`src/rtl/uart_regif_v2.sv`:
```
// uart_regif_v2: APB UART register interface with byte strobes,
// registered response, W1C latched interrupts and FIFO push/pop.
// Ports:
//   clk_i, srst_i          clock, synchronous active-high reset
//   mreq_i .. mstrb_i      memory-side request (held until mack_o)
//   mack_o, mrdata_o,      registered one-cycle response
//   mresp_o                (error flag)
//   ctrl_o, clk_div_o,     configuration registers
//   cfg_o, intr_en_o
//   tx_count_i, rx_count_i FIFO occupancy
//   tx_*                   TX FIFO push handshake
//   rx_*                   RX FIFO pop handshake
//   intr_event_i, irq_o    interrupt event pulses, request output
module uart_regif_v2 #(
   parameter int ADDR_WIDTH = 8,
   parameter int DATA_WIDTH = 32,
   parameter int FIFO_DEPTH = 16,
   parameter int NUM_INTR = 4,
   parameter logic [DATA_WIDTH-1:0] CLK_DIV_RST = 'h2580,
   localparam int CNT_W = $clog2(FIFO_DEPTH) + 1,
   localparam int STRB_W = DATA_WIDTH / 8
) (
   input  logic                  clk_i,
   input  logic                  srst_i,
   input  logic                  mreq_i,
   input  logic [ADDR_WIDTH-1:0] maddr_i,
   input  logic                  mwe_i,
   input  logic [DATA_WIDTH-1:0] mwdata_i,
   input  logic [STRB_W-1:0]     mstrb_i,
   output logic                  mack_o,
   output logic [DATA_WIDTH-1:0] mrdata_o,
   output logic                  mresp_o,
   output logic [DATA_WIDTH-1:0] ctrl_o,
   output logic [DATA_WIDTH-1:0] clk_div_o,
   output logic [DATA_WIDTH-1:0] cfg_o,
   output logic [NUM_INTR-1:0]   intr_en_o,
   input  logic [CNT_W-1:0]      tx_count_i,
   input  logic [CNT_W-1:0]      rx_count_i,
   output logic [7:0]            tx_data_o,
   output logic                  tx_valid_o,
   input  logic                  tx_ready_i,
   input  logic [7:0]            rx_data_i,
   input  logic                  rx_valid_i,
   output logic                  rx_ready_o,
   input  logic [NUM_INTR-1:0]   intr_event_i,
   output logic                  irq_o
);

   localparam logic [3:0] W_CTRL  = 4'd0;
   localparam logic [3:0] W_DIV   = 4'd1;
   localparam logic [3:0] W_CFG   = 4'd2;
   localparam logic [3:0] W_TXC   = 4'd3;
   localparam logic [3:0] W_RXC   = 4'd4;
   localparam logic [3:0] W_TX    = 4'd5;
   localparam logic [3:0] W_RX    = 4'd6;
   localparam logic [3:0] W_EN    = 4'd7;
   localparam logic [3:0] W_STATE = 4'd8;

   logic [DATA_WIDTH-1:0] ctrl;
   logic [DATA_WIDTH-1:0] clk_div;
   logic [DATA_WIDTH-1:0] cfg;
   logic [NUM_INTR-1:0]   intr_en;
   logic [NUM_INTR-1:0]   intr_state;
   logic                  ack;
   logic                  resp;
   logic [DATA_WIDTH-1:0] rdata;

   logic                  acc;
   logic                  hit;
   logic [3:0]            word;
   logic                  fifo_empty;
   logic                  sel_ctrl;
   logic                  sel_div;
   logic                  sel_cfg;
   logic                  sel_txc;
   logic                  sel_rxc;
   logic                  sel_tx;
   logic                  sel_rx;
   logic                  sel_en;
   logic                  sel_state;
   logic                  err;
   logic                  wr;
   logic                  rd;
   logic [DATA_WIDTH-1:0] rd_val;
   logic [NUM_INTR-1:0]   en_next;
   logic [NUM_INTR-1:0]   clr;

   function automatic logic [DATA_WIDTH-1:0] merge(
      input logic [DATA_WIDTH-1:0] old,
      input logic [DATA_WIDTH-1:0] wd,
      input logic [STRB_W-1:0]     st
   );
      logic [DATA_WIDTH-1:0] res;
      res = old;
      for (int k = 0; k < STRB_W; k++) begin
         if (st[k]) res[8*k +: 8] = wd[8*k +: 8];
      end
      return res;
   endfunction

   // A request is taken once; the ack cycle blocks re-acceptance,
   // and reset suppresses any access presented alongside it.
   assign acc = mreq_i & ~ack & ~srst_i;

   assign word = maddr_i[5:2];
   assign hit  = (maddr_i[1:0] == 2'b00) &&
                 ((maddr_i >> 6) == '0);

   assign fifo_empty = (tx_count_i == '0) &&
                       (rx_count_i == '0);

   assign sel_ctrl  = hit && (word == W_CTRL);
   assign sel_div   = hit && (word == W_DIV);
   assign sel_cfg   = hit && (word == W_CFG);
   assign sel_txc   = hit && (word == W_TXC);
   assign sel_rxc   = hit && (word == W_RXC);
   assign sel_tx    = hit && (word == W_TX);
   assign sel_rx    = hit && (word == W_RX);
   assign sel_en    = hit && (word == W_EN);
   assign sel_state = hit && (word == W_STATE);

   always_comb begin
      err = 1'b1;
      unique case (1'b1)
         sel_ctrl,
         sel_en,
         sel_state: err = 1'b0;
         sel_div,
         sel_cfg:   err = mwe_i & ~fifo_empty;
         sel_txc,
         sel_rxc:   err = mwe_i;
         sel_tx:    err = ~mwe_i | ~mstrb_i[0] | ~tx_ready_i;
         sel_rx:    err = mwe_i | ~rx_valid_i;
         default:   err = 1'b1;
      endcase
   end

   assign wr = acc & mwe_i & ~err;
   assign rd = acc & ~mwe_i & ~err;

   always_comb begin
      rd_val = '0;
      unique case (1'b1)
         sel_ctrl:  rd_val = ctrl;
         sel_div:   rd_val = clk_div;
         sel_cfg:   rd_val = cfg;
         sel_txc:   rd_val = DATA_WIDTH'(tx_count_i);
         sel_rxc:   rd_val = DATA_WIDTH'(rx_count_i);
         sel_rx:    rd_val = DATA_WIDTH'(rx_data_i);
         sel_en:    rd_val = DATA_WIDTH'(intr_en);
         sel_state: rd_val = DATA_WIDTH'(intr_state);
         default:   rd_val = '0;
      endcase
   end

   // Per-bit strobe handling for the narrow interrupt registers:
   // bit i belongs to byte lane i/8.
   always_comb begin
      en_next = intr_en;
      clr     = '0;
      for (int i = 0; i < NUM_INTR; i++) begin
         if (mstrb_i[i/8]) en_next[i] = mwdata_i[i];
         clr[i] = wr & sel_state & mstrb_i[i/8] & mwdata_i[i];
      end
   end

   always_ff @(posedge clk_i) begin
      if (srst_i) begin
         ctrl       <= '0;
         clk_div    <= CLK_DIV_RST;
         cfg        <= '0;
         intr_en    <= '0;
         intr_state <= '0;
         ack        <= 1'b0;
         resp       <= 1'b0;
         rdata      <= '0;
      end else begin
         ack   <= acc;
         resp  <= acc & err;
         rdata <= rd ? rd_val : '0;
         if (wr && sel_ctrl)
            ctrl <= merge(ctrl, mwdata_i, mstrb_i);
         if (wr && sel_div)
            clk_div <= merge(clk_div, mwdata_i, mstrb_i);
         if (wr && sel_cfg)
            cfg <= merge(cfg, mwdata_i, mstrb_i);
         if (wr && sel_en)
            intr_en <= en_next;
         // New events take priority over a same-cycle clear.
         intr_state <= (intr_state & ~clr) | intr_event_i;
      end
   end

   assign mack_o     = ack;
   assign mresp_o    = resp;
   assign mrdata_o   = rdata;
   assign ctrl_o     = ctrl;
   assign clk_div_o  = clk_div;
   assign cfg_o      = cfg;
   assign intr_en_o  = intr_en;
   assign tx_valid_o = wr & sel_tx;
   assign tx_data_o  = mwdata_i[7:0];
   assign rx_ready_o = rd & sel_rx;
   assign irq_o      = |(intr_state & intr_en);

endmodule

```
`config.mk`:
```
export PLATFORM = sky130hd
export DESIGN_NAME = uart_regif_v2
export DESIGN_NICKNAME = d
export VERILOG_FILES = /design/src/rtl/uart_regif_v2.sv
export SDC_FILE = /design/constraint.sdc
export NUM_CORES = 1
export LEC_CHECK = 0
export ABC_AREA = 1
export CAP_MARGIN = 20
export CORE_MARGIN = 2
export CORE_UTILIZATION = 28
export CTS_BUF_LIST = sky130_fd_sc_hd__clkbuf_2
export CTS_CLUSTER_SIZE = 14
export DETAILED_ROUTE_END_ITERATION = 7
export SYNTH_ARGS = -nofsm -noshare
export SYNTH_HDL_FRONTEND = slang
export SYNTH_SLANG_ARGS = --single-unit
```
`constraint.sdc`:
```
create_clock -name clk_i -period 3.6 [get_ports clk_i]
set_input_delay 0.72 -clock clk_i [delete_from_list [all_inputs] [get_ports clk_i]]
set_output_delay 0.72 -clock clk_i [all_outputs]
set_load 0.005 [all_outputs]
```
==> reports/results.ini <==
[critical_path]
cp_slowest_cell=clkdlybuf4s50_1
rrSetupSlack_ps=1570
worstSetupStartpointType=input pin
rr_worst_depth=8
required_ps=2880
crit_chain=clkdlybuf4s50_1 > nor2_1 > nand2_2 > buf_12 > nor2_2 > nor2_1 > nand3_1 > nor2_1 > nor2_4 > nand3_2 > nor2_1 > dlymetal6s2s_1
r2r-end=clk_div_o[12]
cp_slowest_stage_delay_ps=400
cp_max_fo=5
rr_startpoint=mack_o
cp.arrival_ps=2420
worstSetupEndpointType=primary output
path_class=input pin to primary output
cp_common_cell=nor2_1

[clock_network]
path_clk_slew_ps=230
clock_path_buffers=2
cts_tree=built
clock-sinks=138
cts_buffers=17
cts-htree-levels=4
root_buffer=clkbuf_2
clk_latency_ps=720

[floorplan]
die_h_um=155
core_sq_um=22500
die_x_um=155
fp.dieArea_sq_um=24000
rows=55
io_pins=217
initial_core_util_pct=28.3

[worst_hold_path]
hp-start=intr_state[2]
hold-path-endpoint=intr_state[2]
hp-class=flip-flop to flip-flop
min_path_cells=2

[placement]
dp.final_hpwl_mm=14.9
placed_cell_area_sq_um=8770
place_ws_ps=19.9
io_buffers=216
place_congestion=0.822

[power]
peakVddDrop_mv=0.165
leakagePower_nw=4.10
power_density_nw_per_um2=304

[layout]
final_layout_size_suffix_gt1_share_pct=7.35
area_growth_pct=42.5
utilization_pct=40.4
final_nets=1229
final_area_sq_um=9080

[routing]
routed_wirelength_mm=20.9
ant_nets=0
drt_pre_antenna_iters=4
vias=6301
drc=0
wire_per_inst_um=14.4
drtIter0Drc=265
via_per_inst=4.33

[global_route]
grt_max_degree=57
first_global_vias=5978
antenna_found_initial=1
track_usage_pct=17.5
grt_pass1_wl_mm=32.9
gr-total-overflow=0

[synth]
synth_edf_count=0
synth_compound_area_share_pct=6.24
synth_top_area_share_pct=43.3
synth_fp_nets=1016
synth-simple-area-share_pct=38.7
synth-xor-area-share_pct=0
synthAdderAreaFrac_pct=0
yosysSeqAreaShare_pct=43.3
synth_top_cell_by_area=dfxtp_1
avgSynthCellArea_sq_um=6.75
synthFlopType=dfxtp_1
synth.area.top_cells=dfxtp_1 43%, nand2_1 17%, nor2_1 14%
synth_top_family_by_area=simple AND/OR/NAND/NOR gates
synthCells=944
synth_common_cells=294 x nand2_1, 234 x nor2_1, 138 x dfxtp_1
ys_types=33
synthMuxAreaShare_pct=0
post-synth-top-count-cell=nand2_1
async_flop_share_pct=0
synth_seq_cells=138
ys.warnings.count=0
synth_area_sq_um=6370

[run]
maxCapViolations=0

[timing]
hold_viol=0
postLayoutSetupSlackWorst_ps=458
relSlewSlack_pct=58.6
drv_slew=0
worstMarginPinSlew_ps=622
timing.final.crit_share_pct=87.3
grt_setup_unrepaired=false
fin_tns_setup_ps=0
setup_violations=0
min_period_ps=3140
finClkSkew_ps=27.8
fmax_mhz=318

[status]
status=finished clean

[metal layers]
metal	GRT usage [%]	up-vias	wire length (um)	part of all wire, %
met5	0	-	0	0
met4	4.32	0	238	1.1
met3	4.65	13	1260	6.0
met2	28.3	167	9530	46
met1	23.1	2826	9880	47
li1	-	3295	-	-
[cell usage in the layout (no fill, tap or decap), types with 3 or more instances in the layout]
cell type,netlist,final
a21oi_1,14,14
a221oi_1,6,6
a31oi_1,20,20
buf_4,10,22
clkbuf_2,0,17
clkdlybuf4s50_1,0,212
clkinv_1,4,4
clkinvlp_4,0,4
dfxtp_1,138,138
dlymetal6s2s_1,0,4
inv_1,115,114
inv_2,3,3
inv_6,0,3
inv_8,0,5
nand2_1,294,293
nand3_1,15,15
nand4_1,5,5
nand4_4,11,11
nor2_1,234,232
nor2_2,2,4
o21ai_0,10,10
o22ai_1,11,11
[worst max-delay path by stage]
| stage | to | slack [ps] | cells after the start | from |
|---|---|---|---|---|
| 2_1_floorplan | rx_ready_o | 800 | 11 | maddr_i[7] |
| 6_report | rx_ready_o | 460 | 12 | maddr_i[1] |
| 3_3_place_gp | tx_valid_o | 80 | 11 | maddr_i[7] |
| 4_1_cts | tx_valid_o | 5 | 12 | maddr_i[1] |
| 5_1_grt | rx_ready_o | 340 | 12 | maddr_i[1] |
| 3_5_place_dp | tx_valid_o | 20 | 12 | maddr_i[1] |
[through the flow]
step,total power [W],hold WS (ps),cells
global route,0.00288,429,1456
finish,0.00276,482,1456
global placement,0.00176,454,1422
CTS,0.00281,414,1454
detailed placement,0.00176,456,1422
floorplan,0.00163,434,944
[sequential cells by signal, summed over array words and instances, names as in the netlist]
name and count:
mresp_o 1, mack_o 1, ctrl_o 32, clk_div_o 32, intr_en_o 4, mrdata_o 32, cfg_o 32, intr_state 4
[where the power goes]
group | leakage, nW | internal [W] | switching [W] | total, W
registers | 1.11 | 0.00154 | 0.00000276 | 0.00154
logic | 2.84 | 0.0000954 | 0.0000940 | 0.000189
clock network | 0.147 | 0.000349 | 0.000684 | 0.00103
[logic make-up (layout without fill, tap and decap cells)]
group | after synthesis | count (layout)
AND/OR/NAND/NOR | 574 | 574
AO/OA/AOI/OAI | 65 | 65
buffers and inverters | 167 | 393
other | 0 | 1
flip-flops | 138 | 138
[layout make-up]
type                            count  area [sq um]
Tap cell                          285           357
Antenna cell                        1          2.50
Timing Repair Buffer              239          2360
Clock buffer                       17          85.1
Fill cell                        2286         13400
Clock inverter                     15           181
Inverter                          122           459
Multi-Input combinational cell    639          2880
Sequential cell                   138          2760
[timing repair]
| action | CTS | global route |
|---|---|---|
| resized for setup | 0 | 8 |
| setup endpoints to repair | 0 | 2 |
| setup buffers | 0 | 1 |
| hold buffers | 0 | 0 |
[critical path: cells and delay by family]
kind | cells | cell delay (ps)
buffers and inverters | 3 | 760
AND/OR/NAND/NOR | 9 | 930
Note: power is estimated with default switching activity, not from simulation.
